**src/rtl/fpu_arbiter.sv**
```systemverilog
// Two-requester round-robin front end for a single shared FPU, one operation in flight.
// Optional WAIT-state timeout abort is built only when FPU_ARB_TIMEOUT_EN is defined.
module fpu_arbiter #(
  parameter int unsigned TIMEOUT_CYCLES = 2000
) (
  input  logic        clk,
  input  logic        reset,
  input  logic        req0_valid,
  input  logic        req1_valid,
  output logic        req0_ready,
  output logic        req1_ready,
  input  logic [31:0] req0_a,
  input  logic [31:0] req1_a,
  input  logic [31:0] req0_b,
  input  logic [31:0] req1_b,
  input  logic [1:0]  req0_op,
  input  logic [1:0]  req1_op,
  output logic        rsp0_valid,
  output logic        rsp1_valid,
  output logic [31:0] rsp0_r,
  output logic [31:0] rsp1_r,
  output logic        rsp0_err,
  output logic        rsp1_err,
  output logic [31:0] fpu_a,
  output logic [31:0] fpu_b,
  output logic [1:0]  fpu_op,
  output logic        fpu_start,
  input  logic [31:0] fpu_r,
  input  logic        fpu_done,
  output logic        busy
);

  localparam logic [1:0] S_IDLE  = 2'd0;
  localparam logic [1:0] S_ISSUE = 2'd1;
  localparam logic [1:0] S_WAIT  = 2'd2;
  localparam logic [1:0] S_RESP  = 2'd3;

  logic [1:0]  state_q, state_d;
  logic        grant_q, grant_d;
  logic        prio_q, prio_d;
  logic [31:0] fpu_a_q, fpu_a_d;
  logic [31:0] fpu_b_q, fpu_b_d;
  logic [1:0]  fpu_op_q, fpu_op_d;
  logic [31:0] rsp0_r_q, rsp0_r_d;
  logic [31:0] rsp1_r_q, rsp1_r_d;
  logic        accept_s;
  logic        grant_s;

`ifdef FPU_ARB_TIMEOUT_EN
  localparam int unsigned CNT_W = (TIMEOUT_CYCLES > 32'd1) ? $clog2(TIMEOUT_CYCLES) : 1;
  localparam logic [31:0] QNAN = 32'h7FC0_0000;
  logic [CNT_W-1:0] cnt_q, cnt_d;
  logic             err_q, err_d;
`endif

  // Grant selection and next-state logic
  always_comb begin
    state_d  = state_q;
    grant_d  = grant_q;
    prio_d   = prio_q;
    fpu_a_d  = fpu_a_q;
    fpu_b_d  = fpu_b_q;
    fpu_op_d = fpu_op_q;
    rsp0_r_d = rsp0_r_q;
    rsp1_r_d = rsp1_r_q;
    accept_s = 1'b0;
`ifdef FPU_ARB_TIMEOUT_EN
    cnt_d    = cnt_q;
    err_d    = err_q;
`endif

    // prio_q names the requester that wins a tie
    if (req0_valid && req1_valid) begin
      grant_s = prio_q;
    end else if (req1_valid) begin
      grant_s = 1'b1;
    end else begin
      grant_s = 1'b0;
    end

    case (state_q)
      S_IDLE: begin
        if (req0_valid || req1_valid) begin
          accept_s = 1'b1;
          grant_d  = grant_s;
          fpu_a_d  = grant_s ? req1_a  : req0_a;
          fpu_b_d  = grant_s ? req1_b  : req0_b;
          fpu_op_d = grant_s ? req1_op : req0_op;
          state_d  = S_ISSUE;
        end else begin
          state_d  = S_IDLE;
        end
      end
      S_ISSUE: begin
        state_d = S_WAIT;
`ifdef FPU_ARB_TIMEOUT_EN
        cnt_d   = {CNT_W{1'b0}};
`endif
      end
      S_WAIT: begin
        if (fpu_done) begin
          state_d = S_RESP;
          if (grant_q) begin
            rsp1_r_d = fpu_r;
          end else begin
            rsp0_r_d = fpu_r;
          end
`ifdef FPU_ARB_TIMEOUT_EN
          err_d = 1'b0;
        end else if (cnt_q == CNT_W'(TIMEOUT_CYCLES - 32'd1)) begin
          state_d = S_RESP;
          err_d   = 1'b1;
          if (grant_q) begin
            rsp1_r_d = QNAN;
          end else begin
            rsp0_r_d = QNAN;
          end
        end else begin
          cnt_d   = cnt_q + CNT_W'(1);
`else
        end else begin
`endif
          state_d = S_WAIT;
        end
      end
      S_RESP: begin
        prio_d  = ~grant_q;
        state_d = S_IDLE;
      end
      default: begin
        state_d = S_IDLE;
      end
    endcase
  end

  // State and datapath registers, cleared by the asynchronous reset
  always_ff @(posedge clk or negedge reset) begin
    if (!reset) begin
      state_q  <= S_IDLE;
      grant_q  <= 1'b0;
      prio_q   <= 1'b0;
      fpu_a_q  <= 32'd0;
      fpu_b_q  <= 32'd0;
      fpu_op_q <= 2'd0;
      rsp0_r_q <= 32'd0;
      rsp1_r_q <= 32'd0;
`ifdef FPU_ARB_TIMEOUT_EN
      cnt_q    <= {CNT_W{1'b0}};
      err_q    <= 1'b0;
`endif
    end else begin
      state_q  <= state_d;
      grant_q  <= grant_d;
      prio_q   <= prio_d;
      fpu_a_q  <= fpu_a_d;
      fpu_b_q  <= fpu_b_d;
      fpu_op_q <= fpu_op_d;
      rsp0_r_q <= rsp0_r_d;
      rsp1_r_q <= rsp1_r_d;
`ifdef FPU_ARB_TIMEOUT_EN
      cnt_q    <= cnt_d;
      err_q    <= err_d;
`endif
    end
  end

  // Ready is the only output that reacts to inputs within the accept cycle
  assign req0_ready = reset && accept_s && !grant_s;
  assign req1_ready = reset && accept_s &&  grant_s;

  assign fpu_start  = (state_q == S_ISSUE);
  assign busy       = (state_q != S_IDLE);
  assign rsp0_valid = (state_q == S_RESP) && !grant_q;
  assign rsp1_valid = (state_q == S_RESP) &&  grant_q;
  assign fpu_a      = fpu_a_q;
  assign fpu_b      = fpu_b_q;
  assign fpu_op     = fpu_op_q;
  assign rsp0_r     = rsp0_r_q;
  assign rsp1_r     = rsp1_r_q;

`ifdef FPU_ARB_TIMEOUT_EN
  assign rsp0_err   = rsp0_valid && err_q;
  assign rsp1_err   = rsp1_valid && err_q;
`else
  assign rsp0_err   = 1'b0;
  assign rsp1_err   = 1'b0;
`endif

endmodule

```
**config.mk**
```make
export PLATFORM = sky130hd
export DESIGN_NAME = fpu_arbiter
export DESIGN_NICKNAME = d
export VERILOG_FILES = /design/src/rtl/fpu_arbiter.sv
export SDC_FILE = /design/constraint.sdc
export NUM_CORES = 1
export LEC_CHECK = 0
export ABC_AREA = 1
export BUFFER_PORTS_ARGS = -buffer_cell sky130_fd_sc_hd__buf_4
export CAP_MARGIN = 5
export CORE_ASPECT_RATIO = 0.5
export CORE_MARGIN = 4
export CORE_UTILIZATION = 47
export DETAILED_ROUTE_END_ITERATION = 8
export PLACE_DENSITY_LB_ADDON = 0.2
export SLEW_MARGIN = 20
export SYNTH_ARGS = -nofsm -noshare
export SYNTH_HDL_FRONTEND = slang
export SYNTH_SLANG_ARGS = --single-unit
```
**constraint.sdc**
```tcl
create_clock -name clk -period 1.7 [get_ports clk]
set_input_delay 0.255 -clock clk [delete_from_list [all_inputs] [get_ports clk]]
set_output_delay 0.255 -clock clk [all_outputs]
set_load 0.01 [all_outputs]
```
Word level (Yosys, flattened, before mapping)
Cells that the tools add are included.
- register bits: 134
- output and inout port bits: 138
- word-level logic and storage cells: 36
- equal/unequal tests: 3
- muxes and demuxes: 10
- bitwise operators: 1
- reductions and logical operators: 14
- operator list (operator ; number):
    32-bit 2-to-1 mux ; 2
    2-bit one-hot mux with 4 select lines ; 1
    1-bit logical AND ; 6
    1-bit 2-to-1 mux ; 6
    3-bit AND reduction ; 2
    2-bit equality test, second input constant ; 2
    2-bit by 1-bit equality test with 1-bit output, second input constant ; 1
    1-bit zero test ; 2
    2-bit zero test ; 1
    2-bit 2-to-1 mux ; 1
    2-bit AND reduction ; 1
    2-bit nonzero test ; 1
    1-bit logical OR ; 1
    1-bit NOT ; 1

Logic depth before layout (Yosys ltp)
Gate-level depths: netlist of the first run.
- word-level depth: 5
- depth in mapped cells: 8

Worst setup path after synthesis of the first run
Ideal clock, no wire load.
- path type: reg-to-output
- from: register state_q[0]
- to: output req0_ready
- data arrival time: 1.240 ns
- data required time: 1.445 ns
- slack: 0.205 ns
- stages on the path, launching flop included: 6
- path through: dfrtp_1 > inv_1 > ha_1 > o21ai_4 > buf_4 > nor3_1
- longest elaborated chain between the ends: 4
- ends and longest elaborated chain (what ; line ; RTL):
    from (decl) ; 38 ; logic [1:0] state_q, state_d;
    from (signal assigned) ; 152 ; state_q <= state_d;
    2-bit zero test ; 81 ; case (state_q)
    1-bit 2-to-1 mux ; 81 ;
    1-bit logical AND (2 in a row) ; 168 ; assign req0_ready = reset && accept_s && !grant_s;
    to (decl) ; 10 ; output logic req0_ready,
Every way passes these cells.

Final worst setup path of the first run
- from: register state_q[0]
- to: output rsp0_valid
- longest elaborated chain between the ends: 2
- ends and longest elaborated chain (what ; line ; RTL):
    2-bit equality test ; 173 ; assign rsp0_valid = (state_q == S_RESP) && !grant_q;
    1-bit logical AND ; 173 ;
    to (decl) ; 18 ; output logic rsp0_valid,
Every way passes these cells.

==> parameters.txt, run 1 <==
Parameter                              Value

Logic synthesis
  Cell type with the highest aggregate area in the netlist ... dfrtp_1
  Synth cell count leaders ... 266 x nand2_1, 173 x inv_1, 134 x dfrtp_1, 134 x nand3_1, 66 x o21ai_0
  Number of unique standard cell types used by synthesis ... 18
  Most common flop cell mapped by yosys ... dfrtp_1
  Sequential share of the synthesized area ... 0.527
  Post-Synthesis Cell Area ... 6370 µm²
  Leading post-synthesis cells by cell area ... dfrtp_1 53%, nand2_1 16%, nand3_1 11%, inv_1 10%, o21ai_0 5.2%
  Most frequent cell after synthesis ... nand2_1
  Post-synth top area share ... 0.527
  Number of synthesized register bits ... 134
  Async set or reset register ratio after synthesis ... 1.00
  Syn Inst Count ... 837
  Warnings, synthesis ... 0
  Number of enable flip-flop cells after synthesis ... 0
  Per-instance average area after synthesis ... 7.61 µm²

Floorplan
  Width of the chip ... 173 µm
  Chip Height ... 90.3 µm
  Cell row count ... 29
  Ports ... 307
  Core area ... 13000 µm²
  Initial Util ... 0.492
  Total Die Area ... 15600 µm²

Power
  Power per standard cell area ... 1730 nW/µm²
  Largest vdd supply drop ... 0.000899 V
  Standby leakage power ... 5.62 nW

STA
  Final period demand of the worst path ... 1.62 ns
  Final Skew ... 0.0154 ns
  Setup repair after global routing missed its margin ... yes
  Headroom to the max-slew limit ... 0.526
  Final period util ... 0.952
  Fin. max-slew vios ... 0
  Transition at the pin with the smallest max-transition slack ... 0.710 ns
  Count of final setup violators ... 0
  Number of failing hold endpoints at the final stage ... 0
  Maximum achievable frequency ... 618 MHz
  Setup total negative slack ... 0 ns
  Final setup slack of the worst path ... 0.0808 ns

CTS
  TritonCTS clock tree ... yes
  TritonCTS sink count ... 134
  Worst-skew pair later-pin latency ... 0.41 ns
  Library cell used as clock root buffer ... clkbuf_16
  H-Tree Level Count ... 4
  CTS Buf Count ... 17
  Clock Pin Slew Worst Setup and Hold Paths ... 0.06 ns
  CTS Buffer Depth ... 2

Job
  Max-cap violations ... 0

Cells and area
  Final core utilization ... 0.728
  Area added between synthesis and finish ... 48.0%
  Final layout net count ... 1302
  Antenna cell count ... 0
  Layout cell share with drive strength beyond 1 ... 0.320
  Number of standard cells in the layout, taps in and fillers out ... 1311

Placement
  Routability congestion estimate from global placement ... 0.806
  Count of placed standard cells including taps ... 1274
  Port Buffer Count ... 304
  HPWL after detailed placement ... 13800 µm
  Worst slack at placement ... 0.130 ns

Setup path
  Element type at the critical path start ... register
  Classification of the worst setup path ... reg -> out
  Worst R2R Path Depth ... 6
  Setup slack, reg-to-reg ... 0.18 ns
  Max Fanout on Critical Path ... 3
  Critical path capture point type ... output pin
  Required time at the worst-slack endpoint ... 1.44 ns
  Reg-to-reg startpoint ... state_q[0]
  Arrival time of the worst setup path ... 1.36 ns
  R2r endpoint ... rsp1_r[16]

Global route
  Initial antenna violation count ... 0
  Total overflow reported by the global router ... 0
  Global-route wire length before repair ... 31100 µm
  Largest net degree at the start of global routing ... 135
  Number of global-route vias before repair ... 6319
  Overall track demand over capacity in global routing ... 0.243

Drt
  Detailed-route wire length ... 19300 µm
  Number of vias after detailed routing ... 6342
  Routed len/inst ... 14.7 µm
  Count of routing violations after the opening detailed-route iteration ... 493
  Remaining antenna violation count ... 0
  1st-pass router iterations ... 4
  Number of vias per cell after detailed routing ... 4.84
  Remaining design rule violation count ... 0

Worst hold path
  Hold Path Class ... in -> async

Outcome
  Outcome ... finished, final reports clean
## metrics by stage
step / hold WS [ns] / power, mW / instance area, µm²
2_1_floorplan: -0.0406 / 8.85 / 6370
3_3_place_gp: 0.464 / 12.4 / 8780
3_5_place_dp: 0.466 / 12.6 / 8780
4_1_cts: 0.0419 / 16.4 / 9410
5_1_grt: 0.0780 / 17.4 / 9430
6_report: 0.00837 / 16.3 / 9430
## layer usage
metal	global-route usage	routed length [µm]	vias to the layer above
met3	0.0711	1550	34
met4	0.0883	497	0
met1	0.296	7510	2950
li1	-	-	3101
met5	0	0	-
met2	0.416	9720	257
## logic make-up (layout without fill, tap and decap cells)
group,Yosys count,after routing,share of synthesized area
other cells,1,2,0.000589
flops,134,134,0.527
buf+inv,224,527,0.142
compound gates,69,69,0.0560
fa+ha+maj,5,5,0.00983
simple gates,404,404,0.265
## worst max-delay path, cell delays in order, from the launching register on
cell and delay (ns):
dfrtp_1 0.38, buf_4 0.14, ha_2 0.19, nand2_1 0.07, inv_1 0.04, buf_4 0.14
## worst max-delay path by stage
stage,startpoint,to,cells after the start
after floorplan,state_q[0],req0_ready,5
after global placement,state_q[0],rsp1_r[25],5
after detailed placement,state_q[0],rsp1_r[26],5
after CTS,state_q[1],req0_ready,5
after global routing,state_q[1],req0_ready,5
final,state_q[0],rsp0_valid,5
## registers in the layout (all words and copies together) (netlist names)
| register | count |
|---|---|
| fpu_a | 32 |
| fpu_b | 32 |
| fpu_op | 2 |
| grant_q | 1 |
| prio_q | 1 |
| rsp0_r | 32 |
| rsp1_r | 32 |
| state_q | 2 |
## power by group
part	switching, mW	leakage [nW]	total, mW	internal (mW)
combinational	3.76	3.68	7.07	3.31
sequential	0.861	1.66	5.59	4.73
clock	1.54	0.283	3.62	2.08
total	6.16	5.62	16.3	10.1
## layout make-up
type | count | area (µm²)
tap | 170 | 213
multi-input combinational | 480 | 2150
timing repair buffer | 321 | 2480
inverter | 174 | 653
clock inverter | 15 | 159
sequential | 134 | 3350
clock buffer | 17 | 425
fill | 1017 | 3530
## cells in the final DEF, fill, tap and decap left out
cell type     n
nor2_1        2
nor3_2        1
ha_4          1
nand3_2       2
buf_4       315
buf_6         1
inv_1       170
inv_8         2
bufinv_16     1
clkinv_2      1
ha_2          1
inv_2         4
nand2_1     265
clkbuf_16    17
ha_1          3
a21oi_1       2
nand3_1     132
nand2_2       2
inv_6         8
clkinv_8      1
o21ai_0      66
buf_12        5
dfrtp_1     134
clkinvlp_4    2
o21ai_4       1
conb_1        2
## what timing repair did
action                                  CTS  global route
pin swaps                                 0             3
hold buffers                              0             0
resized for setup                         5             3
hold endpoints to repair                  0             0
endpoints found under the setup margin    2            35
setup buffers                             3             2
No activity file was read; power rests on OpenSTA's default activity.
==> inputs of run 2 (changes only) <==
==> constraint.sdc (replaced) <==
create_clock -name clk -period 1.7 [get_ports clk]
set_input_delay 0.51 -clock clk [delete_from_list [all_inputs] [get_ports clk]]
set_output_delay 0.51 -clock clk [all_outputs]
set_load 0.01 [all_outputs]
==> parameters.txt, run 2 (synthesis gave the netlist of run 1 again) <==
Parameter                              Value

STA
  Setup total negative slack ... -0.857 ns (-0.857 ns)
  Transition at the pin with the smallest max-transition slack ... 0.723 ns (+0.0123 ns)
  Count of final setup violators ... 6 (+6)
  Fin. max-slew vios ... 0 (unchanged)
  Final setup slack of the worst path ... -0.182 ns (-0.263 ns)
  Setup repair after global routing missed its margin ... yes
  Final Skew ... 0.0126 ns (-0.00277 ns)
  Final period demand of the worst path ... 1.88 ns (+0.263 ns)
  Headroom to the max-slew limit ... 0.518 (-0.00822)
  Maximum achievable frequency ... 531 MHz (-14%)
  Number of failing hold endpoints at the final stage ... 0 (unchanged)
  Final period util ... 1.11 (+0.154)

Drt
  Count of routing violations after the opening detailed-route iteration ... 301 (-39%)
  Detailed-route wire length ... 18900 µm (-1.7%)
  WL met3 ... 1440 µm (-7.1%)
  Number of vias per cell after detailed routing ... 4.77 (-1.4%)
  Met1 Wirelength ... 7650 µm (+1.9%)
  Total length of routed met2 wires ... 9500 µm (-2.3%)
  1st-pass router iterations ... 4 (unchanged)
  Remaining design rule violation count ... 0 (unchanged)
  Routed len/inst ... 14.4 µm (-2.0%)
  Highest routed layer ... met4
  Remaining antenna violation count ... 0 (unchanged)
  Number of vias after detailed routing ... 6273 (-1.1%)

Floorplan
  Cell row count ... 29 (unchanged)
  Width of the chip ... 173 µm (unchanged)
  Total Die Area ... 15600 µm² (unchanged)
  Chip Height ... 90.3 µm (unchanged)
  Initial Util ... 0.492 (unchanged)
  Ports ... 307 (unchanged)
  Core area ... 13000 µm² (unchanged)

Setup path
  Critical path capture point type ... output pin
  Classification of the worst setup path ... reg -> out
  Element type at the critical path start ... register
  Required time at the worst-slack endpoint ... 1.19 ns (-0.25 ns)
  Max Fanout on Critical Path ... 3 (unchanged)
  Arrival time of the worst setup path ... 1.37 ns (about the same)

Power
  Largest vdd supply drop ... 0.00105 V (+17%)
  Power per standard cell area ... 1710 nW/µm² (-0.82%)
  Overall power of the completed layout ... 16.2 mW (-0.25%)
  Standby leakage power ... 5.64 nW (+0.30%)

Placement
  Routability congestion estimate from global placement ... 0.819 (+1.6%)
  Count of placed standard cells including taps ... 1277 (+0.24%)
  HPWL after detailed placement ... 13500 µm (-2.0%)
  Placed standard-cell area ... 8840 µm² (+0.64%)
  Port Buffer Count ... 304 (unchanged)

Global route
  Initial antenna violation count ... 0 (unchanged)
  Global-route wire length before repair ... 30600 µm (-1.5%)
  Number of global-route vias before repair ... 6154 (-2.6%)
  Largest net degree at the start of global routing ... 135 (unchanged)
  Total overflow reported by the global router ... 0 (unchanged)
  Overall track demand over capacity in global routing ... 0.238 (-0.00545)

Job
  Max-cap violations ... 0 (unchanged)

Outcome
  Violations in the final reports ... negative setup slack
  Outcome ... complete, but fails checks

CTS
  CTS Buffer Depth ... 2 (unchanged)
  TritonCTS sink count ... 134 (unchanged)
  CTS Buf Count ... 17 (unchanged)
  Post-CTS Hold Buffers ... 0 (unchanged)
  Clock Pin Slew Worst Setup and Hold Paths ... 0.07 ns (about the same)
  Library cell used as clock root buffer ... clkbuf_16
  H-Tree Level Count ... 4 (unchanged)
  TritonCTS clock tree ... yes
  Worst-skew pair later-pin latency ... 0.40 ns (about the same)

Cells and area
  Final layout net count ... 1306 (+0.31%)
  Layout cell share with drive strength beyond 1 ... 0.325 (+0.00500)
  Most frequent standard cell in the layout excluding fill and tap cells ... buf_4
  Number of standard cells in the layout, taps in and fillers out ... 1315 (+0.31%)
  Area added between synthesis and finish ... 48.9%
  Cell area after layout ... 9480 µm² (+0.57%)
  Top library cells by usage in the layout, fill and taps aside ... 315 x buf_4, 264 x nand2_1, 170 x inv_1
  Antenna cell count ... 0 (unchanged)

Worst hold path
  Hold Path Class ... in -> async
[run 2: cell count changes in the layout (fill, tap and decap cells not counted), moves of 2 or more]
cell | previous run | this run
inv_6 | 8 | 5
buf_12 | 5 | 7
buf_6 | 1 | 3
clkinv_4 | 0 | 2
inv_8 | 2 | 4
[run 2: final timing paths]
| kind | endpoint | startpoint | slack [ns] | cells past startpoint |
|---|---|---|---|---|
| worst max-delay path | req0_ready | state_q[1] | -0.18 | 5 |
| worst min-delay path | rsp0_r[29] | reset | 0.20 | 2 |
| worst max register to register | fpu_a[2] | state_q[1] | 0.10 | 9 |
| worst min register to register | fpu_a[8] | fpu_a[8] | 0.48 | 2 |
| max in group asynchronous | fpu_b[18] | reset | 0.93 | 2 |
| min in group clk | rsp1_r[15] | fpu_r[15] | 0.37 | 3 |
[run 2: where the power goes]
part           internal (mW)  switching, mW  leakage [nW]
registers               4.73          0.859          1.66
logic                   3.39           3.78          3.71
clock network           1.93           1.55         0.269
[run 2: what timing repair did]
item	4_1_cts	5_1_grt
endpoints found under the setup margin	6	6
buffers inserted	4	3
resized for setup	8	4
endpoints found under the hold margin	0	0
pin swaps	2	1
gates cloned	0	0
[run 2: final cells by class]
type / count / area, µm²
clock buffer: 17 / 425
clock inverter: 15 / 134
fill: 1056 / 3470
inverter: 174 / 653
multi-input combinational: 480 / 2160
sequential: 134 / 3350
tap: 170 / 213
timing repair buffer: 325 / 2540
[run 2: worst max-delay path, stage by stage (launching register included)]
cell	delay [ns]
dfrtp_1	0.41
inv_2	0.11
ha_4	0.16
o21ai_4	0.06
nor3_2	0.09
buf_4	0.14
[run 2: through the flow]
stage,util,hold slack (ns),worst slack (ns)
2_1_floorplan,-,0.214,0.0309
3_3_place_gp,0.682,0.463,0.0400
3_5_place_dp,0.682,0.466,0.0307
4_1_cts,0.729,0.269,-0.173
5_1_grt,0.732,0.254,-0.262
6_report,0.732,0.196,-0.182
[run 2: layer usage]
metal  GRT usage  up-vias
met4      0.0664        0
li1            -     3108
met3      0.0774       26
met1       0.282     2923
met2       0.419      216
met5           0        -
